==> config.mk <==
export PLATFORM = sky130hd
export DESIGN_NAME = serial_subtractor
export DESIGN_NICKNAME = d
export VERILOG_FILES = /design/src/rtl/sub_pkg.sv /design/src/rtl/full_subtractor.sv /design/src/rtl/serial_subtractor.sv
export SDC_FILE = /design/constraint.sdc
export NUM_CORES = 1
export LEC_CHECK = 0
export BUFFER_PORTS_ARGS = -buffer_cell sky130_fd_sc_hd__buf_2
export CELL_PAD_IN_SITES_DETAIL_PLACEMENT = 0
export CELL_PAD_IN_SITES_GLOBAL_PLACEMENT = 1
export CORE_ASPECT_RATIO = 1.25
export CORE_UTILIZATION = 38
export CTS_CLUSTER_DIAMETER = 30
export DETAILED_ROUTE_END_ITERATION = 8
export GPL_ROUTABILITY_DRIVEN = 0
export PLACE_DENSITY = 0.75
export SLEW_MARGIN = 0
export SYNTH_ARGS = -nofsm -noshare
export SYNTH_HDL_FRONTEND = slang
export SYNTH_SLANG_ARGS = --single-unit
export TNS_END_PERCENT = 1
==> constraint.sdc <==
create_clock -name clk -period 1.4 [get_ports clk]
set_input_delay 0.07 -clock clk [delete_from_list [all_inputs] [get_ports clk]]
set_output_delay 0.07 -clock clk [all_outputs]
set_load 0.01 [all_outputs]
==> src/rtl/sub_pkg.sv <==
// Shared types and sizing helpers for the bit-serial subtractor.
package sub_pkg;

  typedef enum logic [1:0] {
    IDLE = 2'd0,
    RUN  = 2'd1,
    DONE = 2'd2
  } state_t;

  localparam int unsigned DEF_WIDTH = 8;

  // Bit counter width: one spare bit so the count never wraps mid-operation.
  function automatic int unsigned cnt_width(input int unsigned w);
    return 32'($clog2(w)) + 32'd1;
  endfunction

endpackage

==> src/rtl/full_subtractor.sv <==
// One-bit full subtractor cell: d = a - b - bin, with borrow out.
module full_subtractor (
  input  logic a,
  input  logic b,
  input  logic bin,
  output logic d,
  output logic bout
);

  assign d    = a ^ b ^ bin;
  assign bout = (~a & b) | (~a & bin) | (b & bin);

endmodule

==> src/rtl/serial_subtractor.sv <==
// Bit-serial unsigned subtractor: a - b over WIDTH cycles, LSB first.
module serial_subtractor
  import sub_pkg::*;
#(
  parameter int unsigned WIDTH = DEF_WIDTH
) (
  input  logic             clk,
  input  logic             rst,
  input  logic             start,
  input  logic [WIDTH-1:0] a,
  input  logic [WIDTH-1:0] b,
  output logic             busy,
  output logic             diff_bit,
  output logic             diff_valid,
  output logic             done,
  output logic [WIDTH-1:0] diff,
  output logic             borrow
);

  localparam int unsigned CW = cnt_width(WIDTH);

  state_t           state;
  state_t           state_d;
  logic [WIDTH-1:0] a_sh;
  logic [WIDTH-1:0] b_sh;
  logic [WIDTH-2:0] diff_sh;
  logic [WIDTH-1:0] diff_next;
  logic [CW-1:0]    cnt;
  logic             bin;
  logic             cell_d;
  logic             cell_bout;
  logic             last_bit;

  full_subtractor u_cell (
    .a    (a_sh[0]),
    .b    (b_sh[0]),
    .bin  (bin),
    .d    (cell_d),
    .bout (cell_bout)
  );

  // Lower WIDTH-1 result bits live in diff_sh; the current cell bit completes the word.
  assign diff_next = {cell_d, diff_sh};
  assign last_bit  = (cnt == CW'(WIDTH - 1));

  // State register
  always_ff @(posedge clk or posedge rst) begin
    if (rst) state <= IDLE;
    else     state <= state_d;
  end

  // Next-state decode and the combinational serial output
  always_comb begin
    state_d    = state;
    diff_valid = 1'b0;
    diff_bit   = 1'b0;
    case (state)
      IDLE: if (start) state_d = RUN;
      RUN: begin
        diff_valid = 1'b1;
        diff_bit   = cell_d;
        if (last_bit) state_d = DONE;
      end
      DONE:    state_d = IDLE;
      default: state_d = IDLE;
    endcase
  end

  // Operand shifters, borrow chain, counter and registered results
  always_ff @(posedge clk or posedge rst) begin
    if (rst) begin
      a_sh    <= '0;
      b_sh    <= '0;
      diff_sh <= '0;
      cnt     <= '0;
      bin     <= 1'b0;
      diff    <= '0;
      borrow  <= 1'b0;
      busy    <= 1'b0;
      done    <= 1'b0;
    end else begin
      busy <= (state_d != IDLE);
      done <= (state_d == DONE);
      case (state)
        IDLE: begin
          if (start) begin
            a_sh <= a;
            b_sh <= b;
            bin  <= 1'b0;
            cnt  <= '0;
          end
        end
        RUN: begin
          a_sh    <= a_sh >> 1;
          b_sh    <= b_sh >> 1;
          diff_sh <= diff_next[WIDTH-1:1];
          bin     <= cell_bout;
          cnt     <= cnt + CW'(1);
          if (last_bit) begin
            diff   <= diff_next;
            borrow <= cell_bout;
          end
        end
        default: ;
      endcase
    end
  end

endmodule

==> impl_metrics.env <==
export IMPL_cts_sinks=41
export IMPL_period_share=1.096
export IMPL_p_sw_mw=1.465
export IMPL_portBuffers=31
export IMPL_start_util=0.3932
export IMPL_cts_max_level=2
export IMPL_power_internal_mw=2.922
export IMPL_vias=1244
export IMPL_die_x_um=62.29
export IMPL_firstDrtPassIters=4
export IMPL_crit_path_end="diff_bit"
export IMPL_status="complete, but fails checks"
export IMPL_first_global_vias=1291
export IMPL_fmax_mhz=651.5
export IMPL_skew_ns=0.004760
export IMPL_drive_gt1_frac=0.3604
export IMPL_rr_worst_depth=4
export IMPL_stdcell_count=255
export IMPL_p_per_area_nw_per_um2=2035
export IMPL_core_area_um2=4392
export IMPL_layout_commonest_cell="dfrtp_1"
export IMPL_syn_nets=171
export IMPL_wire_per_inst_um=13.08
export IMPL_synth_top_area_share=0.5942
export IMPL_ys_ff_latch=41
export IMPL_synth_cells=150
export IMPL_synth_area_um2=1727
export IMPL_ir_drop_mv=0.6975
export IMPL_finalSetupViolCount=1
export IMPL_cts_tree="yes"
export IMPL_nets=217
export IMPL_reg2reg_to="diff[0]$_DFFE_PP0P_"
export IMPL_ys_seq_area_frac=0.5942
export IMPL_rsz0062_at_grt="yes"
export IMPL_finalHoldViolCount=0
export IMPL_pwr_share_seq=0.448
export IMPL_drt_iter0_drc=44
export IMPL_critical_path_class="register to output pin"
export IMPL_regToRegStartpoint="cnt[1]$_DFFE_PP0P_"
export IMPL_dieArea_um2=4819
export IMPL_grtUsageTotal=0.1503
export IMPL_worstSkewPairLatency_ns=0.29
export IMPL_drt_vias_per_instance=4.878
export IMPL_cp_end_kind="output pin"
export IMPL_root_buffer="clkbuf_8"
export IMPL_maxCapViolCount=0
export IMPL_cp_arrival_ns=1.46
export IMPL_setup_slack_ns=-0.1349
export IMPL_clk_path_buf_depth=2
export IMPL_tightest_slew_ns=0.5158
export IMPL_finalCriticalPeriod_ns=1.535
export IMPL_diodes=0
export IMPL_yosysWarnings=0
export IMPL_worstPathCellList="inv_2 > fa_1 > and2_4 > buf_6"
export IMPL_antenna_found_initial=0
export IMPL_ys_types=30
export IMPL_slowest_stage="fa_1"
export IMPL_rows=27
export IMPL_io_pins=32
export IMPL_p_comb_frac=0.364
export IMPL_grt_pass1_wl_um=5733
export IMPL_finalMaxSlewViolations=0
export IMPL_synth_largest_area_cell="dfrtp_1"
export IMPL_syn_area_per_cell_um2=11.51
export IMPL_ys_top_cells_by_area="dfrtp_1 (59%), nand2_1 (7.4%), a22oi_1 (6.1%)"
export IMPL_crit_path_max_incr_delay_ns=0.55
export IMPL_hold_class="input pin to register"
export IMPL_violations="negative setup slack"
export IMPL_fin_tns_setup_ns=-0.1349
export IMPL_cp_required_ns=1.33
export IMPL_cp_startpoint="bin$_DFFE_PP0P_"
export IMPL_switching_share=0.3339
export IMPL_wirelength_um=3336
export IMPL_cts_clk_slew_worst_paths_ns=0.07
export IMPL_cp_max_fo=2
export IMPL_pwr_share_clk=0.187
export IMPL_slew_headroom=0.6561
export IMPL_rrSetupSlack_ns=0.01
export IMPL_numCtsBuffers=5
export IMPL_hpwlAfterDp_um=2371
export IMPL_drc=0
export IMPL_fp_dieH_um=77.37
export IMPL_grt_max_degree=42
export IMPL_dp_slack_ns=-0.01380
export IMPL_mostFrequentLayoutCells="dfrtp_1 (40), nand2_1 (34), buf_2 (30), o21ai_0 (16), a22oi_1 (14)"
export IMPL_ant_nets=0
export IMPL_area_growth_pct=24.86
export IMPL_leakage_nw=1.031
export IMPL_cp_start_kind="register"
export IMPL_overflow=0
export IMPL_dp_cells=243
[timing repair]
item	4_1_cts	5_1_grt
pin swaps	1	2
gates cloned	0	0
hold buffers	3	0
gates resized for setup	5	3
setup endpoints to repair	10	14
setup buffers	1	0
hold endpoints to repair	43	0
[worst min-delay path by stage]
| stage | start | cells after the start | slack [ns] | to |
|---|---|---|---|---|
| global route | b[2] | 3 | 0.08 | b_sh[2]$_DFFE_PP0P_ |
| detailed placement | rst | 3 | 0.23 | diff_sh[1]$_DFFE_PP0P_ |
| finish | a[1] | 3 | 0.06 | a_sh[1]$_DFFE_PP0P_ |
| global placement | rst | 3 | 0.21 | diff_sh[0]$_DFFE_PP0P_ |
| floorplan | a[7] | 1 | 0.20 | a_sh[7]$_DFFE_PP0P_ |
| CTS | a[1] | 3 | 0.05 | a_sh[1]$_DFFE_PP0P_ |
[kinds of logic after synthesis]
group,count (synthesis),synth area share
AND/OR/NAND/NOR,44,0.1283
AO/OA/AOI/OAI,41,0.1587
flip-flops,41,0.5942
buffers and inverters,14,0.04781
multiplexers,8,0.05218
adder cells (fa/ha/maj),2,0.01884
[layout make-up]
class / count / area, um^2
inverters: 5 / 21.27
clock inverters: 1 / 5.005
clock buffers: 7 / 96.34
repair buffers: 48 / 300.3
multi-input cells: 95 / 633.1
flip-flops and latches: 41 / 1027
fillers: 428 / 2236
well taps: 58 / 72.57
[critical path, delay by kind of cell (launching register included)]
| family | cells | cell delay, ns |
|---|---|---|
| adder cells (fa/ha/maj) | 1 | 0.55 |
| AND/OR/NAND/NOR | 1 | 0.15 |
| buffers and inverters | 2 | 0.14 |
| flip-flops | 1 | 0.34 |
[flip-flops by register name (all words and copies together) (netlist names)]
name     cells
cnt          4
diff_sh      7
state        2
done         1
borrow       1
b_sh         8
a_sh         8
bin          1
busy         1
diff         8
[metrics by stage]
| stage | hold WS (ns) | total power, mW | util | cell area (um^2) |
|---|---|---|---|---|
| 2_1_floorplan | 0.2025 | 2.952 | - | 1729 |
| 3_3_place_gp | 0.2116 | 3.389 | 0.4533 | 1991 |
| 3_5_place_dp | 0.2318 | 3.484 | 0.4533 | 1991 |
| 4_1_cts | 0.05015 | 4.439 | 0.4895 | 2150 |
| 5_1_grt | 0.08471 | 4.706 | 0.4909 | 2156 |
| 6_report | 0.06492 | 4.387 | 0.4909 | 2156 |
[per-layer routing]
| metal | vias to the layer above | wire (um) | GRT usage |
|---|---|---|---|
| met5 | - | 0 | 0 |
| met4 | 0 | 50 | 0.06279 |
| met3 | 7 | 170 | 0.03529 |
| met2 | 33 | 1681 | 0.2648 |
| met1 | 592 | 1433 | 0.1740 |
| li1 | 612 | - | - |
[cell usage after synthesis]
cell type,count
a21o_1,1
a22o_1,3
a22oi_1,14
a31oi_1,1
a41oi_2,1
and2_1,1
buf_2,3
buf_4,3
buf_6,2
clkbuf_1,1
dfrtp_1,41
fa_1,1
ha_1,1
inv_1,4
inv_2,1
mux2_2,8
nand2_1,34
nand2b_1,1
nand3_1,1
nand4b_4,1
nor2_1,1
nor2_8,1
nor2b_1,2
nor2b_2,1
nor3b_1,1
o21ai_0,16
o21ai_1,1
o21bai_1,1
o22ai_1,2
o31ai_1,1
[power by group through the flow]
stage	logic, mW	clock network (mW)	registers [mW]
after global placement	1.44	0	1.95
final	1.60	0.822	1.97
after detailed placement	1.51	0	1.98
after global routing	1.78	0.906	2.03
after floorplan	0.964	0	1.99
after CTS	1.62	0.854	1.97
Power figures use the tool's default switching activity.
